--- config.mk ---
export PLATFORM = sky130hd
export DESIGN_NAME = imem_loader_flat
export DESIGN_NICKNAME = d
export VERILOG_FILES = /design/src/rtl/imem_loader_pkg.sv /design/src/rtl/imem_loader_if.sv /design/src/rtl/imem_loader_word_assembler.sv /design/src/rtl/imem_loader.sv /design/src/flat_wrapper.sv
export SDC_FILE = /design/constraint.sdc
export NUM_CORES = 1
export LEC_CHECK = 0
export CORE_ASPECT_RATIO = 1.5
export CORE_MARGIN = 5
export CORE_UTILIZATION = 54
export CTS_BUF_LIST = sky130_fd_sc_hd__clkbuf_8
export DETAILED_ROUTE_END_ITERATION = 10
export PLACE_DENSITY = 0.79
export SLEW_MARGIN = 20
export SYNTH_ARGS = -nofsm -noshare
export SYNTH_HDL_FRONTEND = slang
export SYNTH_SLANG_ARGS = --single-unit
--- constraint.sdc ---
create_clock -name clk_i -period 2.97 [get_ports clk_i]
set_clock_uncertainty 0.2 [all_clocks]
set_input_delay 0.594 -clock clk_i [delete_from_list [all_inputs] [get_ports clk_i]]
set_output_delay 0.594 -clock clk_i [all_outputs]
set_load 0.005 [all_outputs]
--- src/rtl/imem_loader_pkg.sv ---
// rtl/imem_loader_pkg.sv - shared types and constants for the instruction memory boot loader
package imem_loader_pkg;

  localparam int N              = 32;
  localparam int ADDR_W         = 6;
  localparam int DEPTH          = 64;
  localparam int BYTES_PER_WORD = 4;

  localparam logic [7:0] DEPTH_B = 8'(DEPTH);

  typedef enum logic [2:0] {IDLE, RECV, WRITE, DONE, ERROR} state_t;

  // One extra bit so a full image (count == DEPTH) is representable.
  typedef logic [ADDR_W:0] word_idx_t;

  function automatic logic count_legal(input logic [7:0] c);
    return (c != 8'd0) && (c <= DEPTH_B);
  endfunction

endpackage

--- src/rtl/imem_loader_if.sv ---
// rtl/imem_loader_if.sv - byte stream in, instruction RAM write port out
interface imem_loader_if;
  import imem_loader_pkg::*;

  logic [7:0]        in_data;
  logic              in_valid;
  logic              in_ready;
  logic              we;
  logic [ADDR_W-1:0] waddr;
  logic [N-1:0]      wdata;

  modport master (output in_data, in_valid, input in_ready, we, waddr, wdata);
  modport slave  (input in_data, in_valid, output in_ready, we, waddr, wdata);

endinterface

--- src/rtl/imem_loader_word_assembler.sv ---
// rtl/imem_loader_word_assembler.sv - packs little-endian bytes into one instruction word
module imem_loader_word_assembler
  import imem_loader_pkg::*;
(
  input  logic         clk_i,
  input  logic         rst_ni,
  input  logic         clear_i,
  input  logic         byte_valid_i,
  input  logic [7:0]   byte_i,
  output logic [N-1:0] word_o,
  output logic         word_full_o
);

  logic [1:0]   byte_idx_q, byte_idx_d;
  logic [N-1:0] word_q, word_d;

  always_comb begin
    byte_idx_d = byte_idx_q;
    word_d     = word_q;
    if (clear_i) begin
      byte_idx_d = '0;
    end else if (byte_valid_i) begin
      word_d[8*byte_idx_q +: 8] = byte_i;
      byte_idx_d                = byte_idx_q + 2'd1;
    end
  end

  // Flags the accept that completes the word; the index wraps to 0 on its own.
  assign word_full_o = byte_valid_i && !clear_i &&
                       (byte_idx_q == 2'(BYTES_PER_WORD - 1));
  assign word_o      = word_q;

  always_ff @(posedge clk_i or negedge rst_ni) begin
    if (!rst_ni) begin
      byte_idx_q <= '0;
      word_q     <= '0;
    end else begin
      byte_idx_q <= byte_idx_d;
      word_q     <= word_d;
    end
  end

endmodule

--- src/rtl/imem_loader.sv ---
// rtl/imem_loader.sv - boot loader: count byte + 4*count payload bytes into instruction RAM
module imem_loader
  import imem_loader_pkg::*;
(
  input  logic         clk_i,
  input  logic         rst_ni,
  imem_loader_if.slave bus,
  output logic         cpu_rst_no,
  output logic         done_o,
  output logic         error_o
);

  state_t            state_q, state_d;
  logic [7:0]        count_q, count_d;
  word_idx_t         word_idx_q, word_idx_d;
  logic              in_ready_q, in_ready_d;
  logic              we_q, we_d;
  logic [ADDR_W-1:0] waddr_q, waddr_d;
  logic              cpu_rst_n_q, cpu_rst_n_d;
  logic              done_q, done_d;
  logic              error_q, error_d;

  logic              accept;
  logic              asm_clear;
  logic              word_full;
  logic [N-1:0]      word;

  assign accept = bus.in_valid && in_ready_q;

  imem_loader_word_assembler u_asm (
    .clk_i        (clk_i),
    .rst_ni       (rst_ni),
    .clear_i      (asm_clear),
    .byte_valid_i (accept && (state_q == RECV)),
    .byte_i       (bus.in_data),
    .word_o       (word),
    .word_full_o  (word_full)
  );

  always_ff @(posedge clk_i or negedge rst_ni) begin
    if (!rst_ni) begin
      state_q     <= IDLE;
      count_q     <= '0;
      word_idx_q  <= '0;
      in_ready_q  <= 1'b0;
      we_q        <= 1'b0;
      waddr_q     <= '0;
      cpu_rst_n_q <= 1'b0;
      done_q      <= 1'b0;
      error_q     <= 1'b0;
    end else begin
      state_q     <= state_d;
      count_q     <= count_d;
      word_idx_q  <= word_idx_d;
      in_ready_q  <= in_ready_d;
      we_q        <= we_d;
      waddr_q     <= waddr_d;
      cpu_rst_n_q <= cpu_rst_n_d;
      done_q      <= done_d;
      error_q     <= error_d;
    end
  end

  always_comb begin
    state_d    = state_q;
    count_d    = count_q;
    word_idx_d = word_idx_q;
    asm_clear  = 1'b0;
    case (state_q)
      IDLE: begin
        if (accept) begin
          if (count_legal(bus.in_data)) begin
            count_d    = bus.in_data;
            word_idx_d = '0;
            asm_clear  = 1'b1;
            state_d    = RECV;
          end else begin
            state_d = ERROR;
          end
        end
      end
      RECV: begin
        if (word_full) state_d = WRITE;
      end
      WRITE: begin
        if (8'(word_idx_q) == count_q - 8'd1) begin
          state_d = DONE;
        end else begin
          word_idx_d = word_idx_q + word_idx_t'(1);
          state_d    = RECV;
        end
      end
      default: state_d = state_q;
    endcase
  end

  // Outputs are registered from the next state so they line up with it.
  always_comb begin
    in_ready_d  = (state_d == IDLE) || (state_d == RECV);
    we_d        = (state_d == WRITE);
    waddr_d     = (state_d == WRITE) ? word_idx_q[ADDR_W-1:0] : waddr_q;
    cpu_rst_n_d = (state_d == DONE);
    done_d      = (state_d == DONE);
    error_d     = (state_d == ERROR);
  end

  assign bus.in_ready = in_ready_q;
  assign bus.we       = we_q;
  assign bus.waddr    = waddr_q;
  assign bus.wdata    = word;
  assign cpu_rst_no   = cpu_rst_n_q;
  assign done_o       = done_q;
  assign error_o      = error_q;

endmodule
--- src/flat_wrapper.sv ---
// flat-port wrapper written by rule: the top's interface ports become plain ports
module imem_loader_flat import imem_loader_pkg::*;
  (clk_i, rst_ni, cpu_rst_no, done_o, error_o, bus_in_data, bus_in_valid, bus_in_ready, bus_we, bus_waddr, bus_wdata);
  imem_loader_if bus_i ();
  input  logic clk_i;
  input  logic rst_ni;
  output logic cpu_rst_no;
  output logic done_o;
  output logic error_o;
  input wire logic [$bits(bus_i.in_data)-1:0] bus_in_data;
  input wire logic [$bits(bus_i.in_valid)-1:0] bus_in_valid;
  output wire logic [$bits(bus_i.in_ready)-1:0] bus_in_ready;
  output wire logic [$bits(bus_i.we)-1:0] bus_we;
  output wire logic [$bits(bus_i.waddr)-1:0] bus_waddr;
  output wire logic [$bits(bus_i.wdata)-1:0] bus_wdata;
  assign bus_i.in_data = bus_in_data;
  assign bus_i.in_valid = bus_in_valid;
  assign bus_in_ready = bus_i.in_ready;
  assign bus_we = bus_i.we;
  assign bus_waddr = bus_i.waddr;
  assign bus_wdata = bus_i.wdata;
  imem_loader u_core (.clk_i(clk_i), .rst_ni(rst_ni), .bus(bus_i), .cpu_rst_no(cpu_rst_no), .done_o(done_o), .error_o(error_o));
endmodule
==> impl_metrics.env <==
export IMPL_clk_path_buf_depth=2
export IMPL_antenna_violations_before_repair=0
export IMPL_clkLatencyLatePin_ps=340
export IMPL_grt_pass1_vias=2560
export IMPL_synth_main_ff_cell="sky130_fd_sc_hd__dfrtp_1"
export IMPL_reg2reg_setup_slack_ps=370
export IMPL_critical_path_startpoint="u_core.count_q[0]$_DFFE_PN0P_"
export IMPL_r2r_cells=8
export IMPL_maxCapViolations=0
export IMPL_run_status="finished clean"
export IMPL_routed_wirelength_um=7118
export IMPL_finish_cell_count_without_fillers=446
export IMPL_critPathMaxStageDelay_ps=450
export IMPL_period_share_pct=87.45
export IMPL_worst_setup_hold_path_clk_slew_ps=70
export IMPL_synth_enable_flop_cells=0
export IMPL_cts_tree="done"
export IMPL_firstDrtPassIters=5
export IMPL_post_synth_top_area_fraction_pct=53.26
export IMPL_numCtsBuffers=9
export IMPL_gp_congestion=0.8282
export IMPL_synth_largest_area_cell="sky130_fd_sc_hd__dfrtp_1"
export IMPL_final_max_slew_viol_count=0
export IMPL_synth_area_leaders="sky130_fd_sc_hd__dfrtp_1, sky130_fd_sc_hd__nand2_1, sky130_fd_sc_hd__o21ai_0, sky130_fd_sc_hd__ha_1, sky130_fd_sc_hd__xnor2_1"
export IMPL_max_freq_ghz=0.3850
export IMPL_synth_fp_nets=321
export IMPL_detail_route_antenna_nets=0
export IMPL_timing_setup_tns_ps=0
export IMPL_critical_path_endpoint="u_core.cpu_rst_no$_DFF_PN0_"
export IMPL_worst_r2r_endpoint="u_core.cpu_rst_no$_DFF_PN0_"
export IMPL_irDropWorstVdd_uv=678.0
export IMPL_synth_most_common_cell="sky130_fd_sc_hd__nand2_1"
export IMPL_dp_cells=430
export IMPL_die_footprint_um2=6993
export IMPL_total_leakage_power_uw=0.001727
export IMPL_detailed_place_hpwl_um=5130
export IMPL_die_w_um=69.97
export IMPL_dr_total_vias=2454
export IMPL_gr_usage_all_layers_pct=22.56
export IMPL_core_area_um2=5205
export IMPL_max_slew_worst_pin_slew_ps=637.6
export IMPL_cts_hold_repair_buffers=0
export IMPL_grt_first_pass_wirelength_um=12340
export IMPL_timing_critical_path_fanout_max=9
export IMPL_timing_critical_path_from_type="register"
export IMPL_synthesized_area_per_cell_um2=9.613
export IMPL_ys_warnings_count=0
export IMPL_synth_seq_area_share_pct=53.26
export IMPL_wirelength_per_cell_um=15.96
export IMPL_synthCells=303
export IMPL_critPathRequiredTime_ps=3050
export IMPL_unrepaired_setup_endpoints_after_global_routing="false"
export IMPL_timing_slew_headroom_pct=57.50
export IMPL_critical_path_reg2reg_startpoint="u_core.count_q[0]$_DFFE_PN0P_"
export IMPL_power_density_cell_area_nw_per_um2=836.5
export IMPL_fin_crit_ps=2597
export IMPL_cts_sinks=62
export IMPL_detail_route_drc_violations=0
export IMPL_final_hold_viol_count=0
export IMPL_worst_setup_path_type="reg2reg"
export IMPL_hold_ws_ps=75.04
export IMPL_yosys_cell_types_count=42
export IMPL_cp_data_arrival_time_ps=2670
export IMPL_cts_repair_resized=0
export IMPL_ys_async_sr_fraction_pct=100.0
export IMPL_port_buffers=53
export IMPL_timing_critical_path_to_type="register"
export IMPL_num_fill_cells=386
export IMPL_initial_utilization_pct=55.96
export IMPL_ys_top_cells_by_count="sky130_fd_sc_hd__nand2_1, sky130_fd_sc_hd__dfrtp_1, sky130_fd_sc_hd__o21ai_0"
export IMPL_count_of_pins_on_the_block_boundary=54
export IMPL_grt_overflow_total=0
export IMPL_crit_path_top_delay_cell="sky130_fd_sc_hd__dfrtp_1"
export IMPL_drt_iter0_drc=157
export IMPL_areaGrowthSynthToFinish_pct=31.27
export IMPL_ctsRootBufferMaster="sky130_fd_sc_hd__clkbuf_8"
export IMPL_dieHeight_um=99.95
export IMPL_timing_critical_path_cells="inv_1 -> ha_1 -> or3b_1 -> nor3_1 -> xnor2_1 -> o2111ai_2 -> o221ai_2 -> and3_1"
export IMPL_setup_violations=0
export IMPL_post_route_cells_drive_above_1_share_pct=12.17
export IMPL_synth_cell_area_um2=2913
export IMPL_layout_nets=391
export IMPL_ys_seq_elements=62
export IMPL_dr_vias_cell=5.502
export IMPL_antennaDiodeCount=0
export IMPL_hp_class="in2async"
export IMPL_grt_max_degree=29
export IMPL_cts_max_level=3
export IMPL_cts_setup_buffers=0
export IMPL_fp_row_count=32
==> critical path: cells and delay by family, from the launching register on <==
| kind | cells | cell delay, ps |
|---|---|---|
| simple gates | 3 | 770 |
| compound gates | 2 | 670 |
| buf+inv | 1 | 90 |
| xor+xnor | 1 | 160 |
| fa+ha+maj | 1 | 190 |
| flops | 1 | 450 |
==> where the power goes <==
| group | total (uW) | internal (uW) | leakage, uW | switching (uW) |
|---|---|---|---|---|
| logic | 1100 | 600 | 0.000772 | 503 |
| clock network | 849 | 518 | 0.000116 | 331 |
| registers | 1250 | 1050 | 0.000839 | 191 |
| total | 3200 | 2170 | 0.00173 | 1030 |
==> how the worst min path moves through the flow <==
stage                                         start  slack, ps                             endpoint  depth (start not counted)
floorplan                                    rst_ni        100        u_core.bus.in_ready$_DFF_PN0_                          0
global placement    u_core.bus.waddr[4]$_DFFE_PN0N_        260      u_core.bus.waddr[4]$_DFFE_PN0N_                          2
detailed placement  u_core.bus.waddr[3]$_DFFE_PN0N_        260      u_core.bus.waddr[3]$_DFFE_PN0N_                          2
CTS                                          rst_ni         70  u_core.u_asm.word_o[20]$_DFFE_PN0P_                          1
global route                                 rst_ni        110  u_core.u_asm.word_o[20]$_DFFE_PN0P_                          1
finish                                       rst_ni         80  u_core.u_asm.word_o[20]$_DFFE_PN0P_                          1
==> metal layers <==
layer / part of all wire, % / vias up / GRT usage, %
li1: - / 1168 / -
met1: 38 / 1205 / 25.20
met2: 54 / 70 / 40.06
met3: 5.3 / 11 / 6.713
met4: 1.9 / 0 / 8.997
met5: 0 / - / 0
==> layout by cell type, fill, tap and decap left out, drive strengths merged, types with 2 or more instances in the layout <==
| master | n |
|---|---|
| nand2 | 100 |
| dfrtp | 62 |
| clkdlybuf4s50 | 52 |
| o21ai | 36 |
| buf | 16 |
| inv | 12 |
| clkbuf | 11 |
| ha | 7 |
| nor3 | 7 |
| mux2 | 7 |
| nor2 | 6 |
| xnor2 | 6 |
| and3 | 5 |
| mux2i | 5 |
| nand3 | 4 |
| nor3b | 4 |
| a21o | 3 |
| and2 | 3 |
| a21oi | 3 |
| nand4 | 2 |
| o211ai | 2 |
| nand2b | 2 |
| bufinv | 2 |
| nor4 | 2 |
| clkinv | 2 |
==> layout make-up <==
class | count | area [um2] | area share, %
Clock buffer | 11 | 151.4 | 3.959
Clock inverter | 5 | 81.33 | 2.127
Inverter | 12 | 45.04 | 1.178
Multi-Input combinational cell | 220 | 1271 | 33.25
Sequential cell | 62 | 1551 | 40.58
Tap cell | 68 | 85.08 | 2.225
Timing Repair Buffer | 68 | 638.1 | 16.69
==> stage by stage <==
step / total power [uW] / cell area, um2 / util [%] / worst slack [ps]
6_report: 3198 / 3824 / 73.46 / 372.6
4_1_cts: 3224 / 3824 / 73.46 / 391.8
3_5_place_dp: 2353 / 3591 / 68.99 / 152.6
5_1_grt: 3437 / 3824 / 73.46 / 268.5
3_3_place_gp: 2310 / 3591 / 68.99 / 175.0
2_1_floorplan: 1807 / 2913 / - / 702.1
==> state kept, by name, summed over array words and instances, names as in the netlist <==
register and count:
u_core.u_asm.word_o 32, u_core.count_q 8, u_core.word_idx_q 7, u_core.bus.waddr 6, u_core.state_q 3, u_core.u_asm.byte_idx_q 2
u_core.bus.in_ready 1, u_core.bus.we 1, u_core.cpu_rst_no 1, u_core.error_o 1
==> cell families (layout without fill, tap and decap cells) <==
family	Yosys count	after routing	share of synthesized area, %
muxes	12	12	4.811
xor gates and xnor gates	7	7	2.105
adders and majority gates	7	7	3.007
DFF	62	62	53.26
buffers and inverters	21	96	3.093
and+or+nand+nor	141	141	22.59
AOI/OAI and AO/OA	53	53	11.13
No activity file was read; power rests on OpenSTA's default activity.
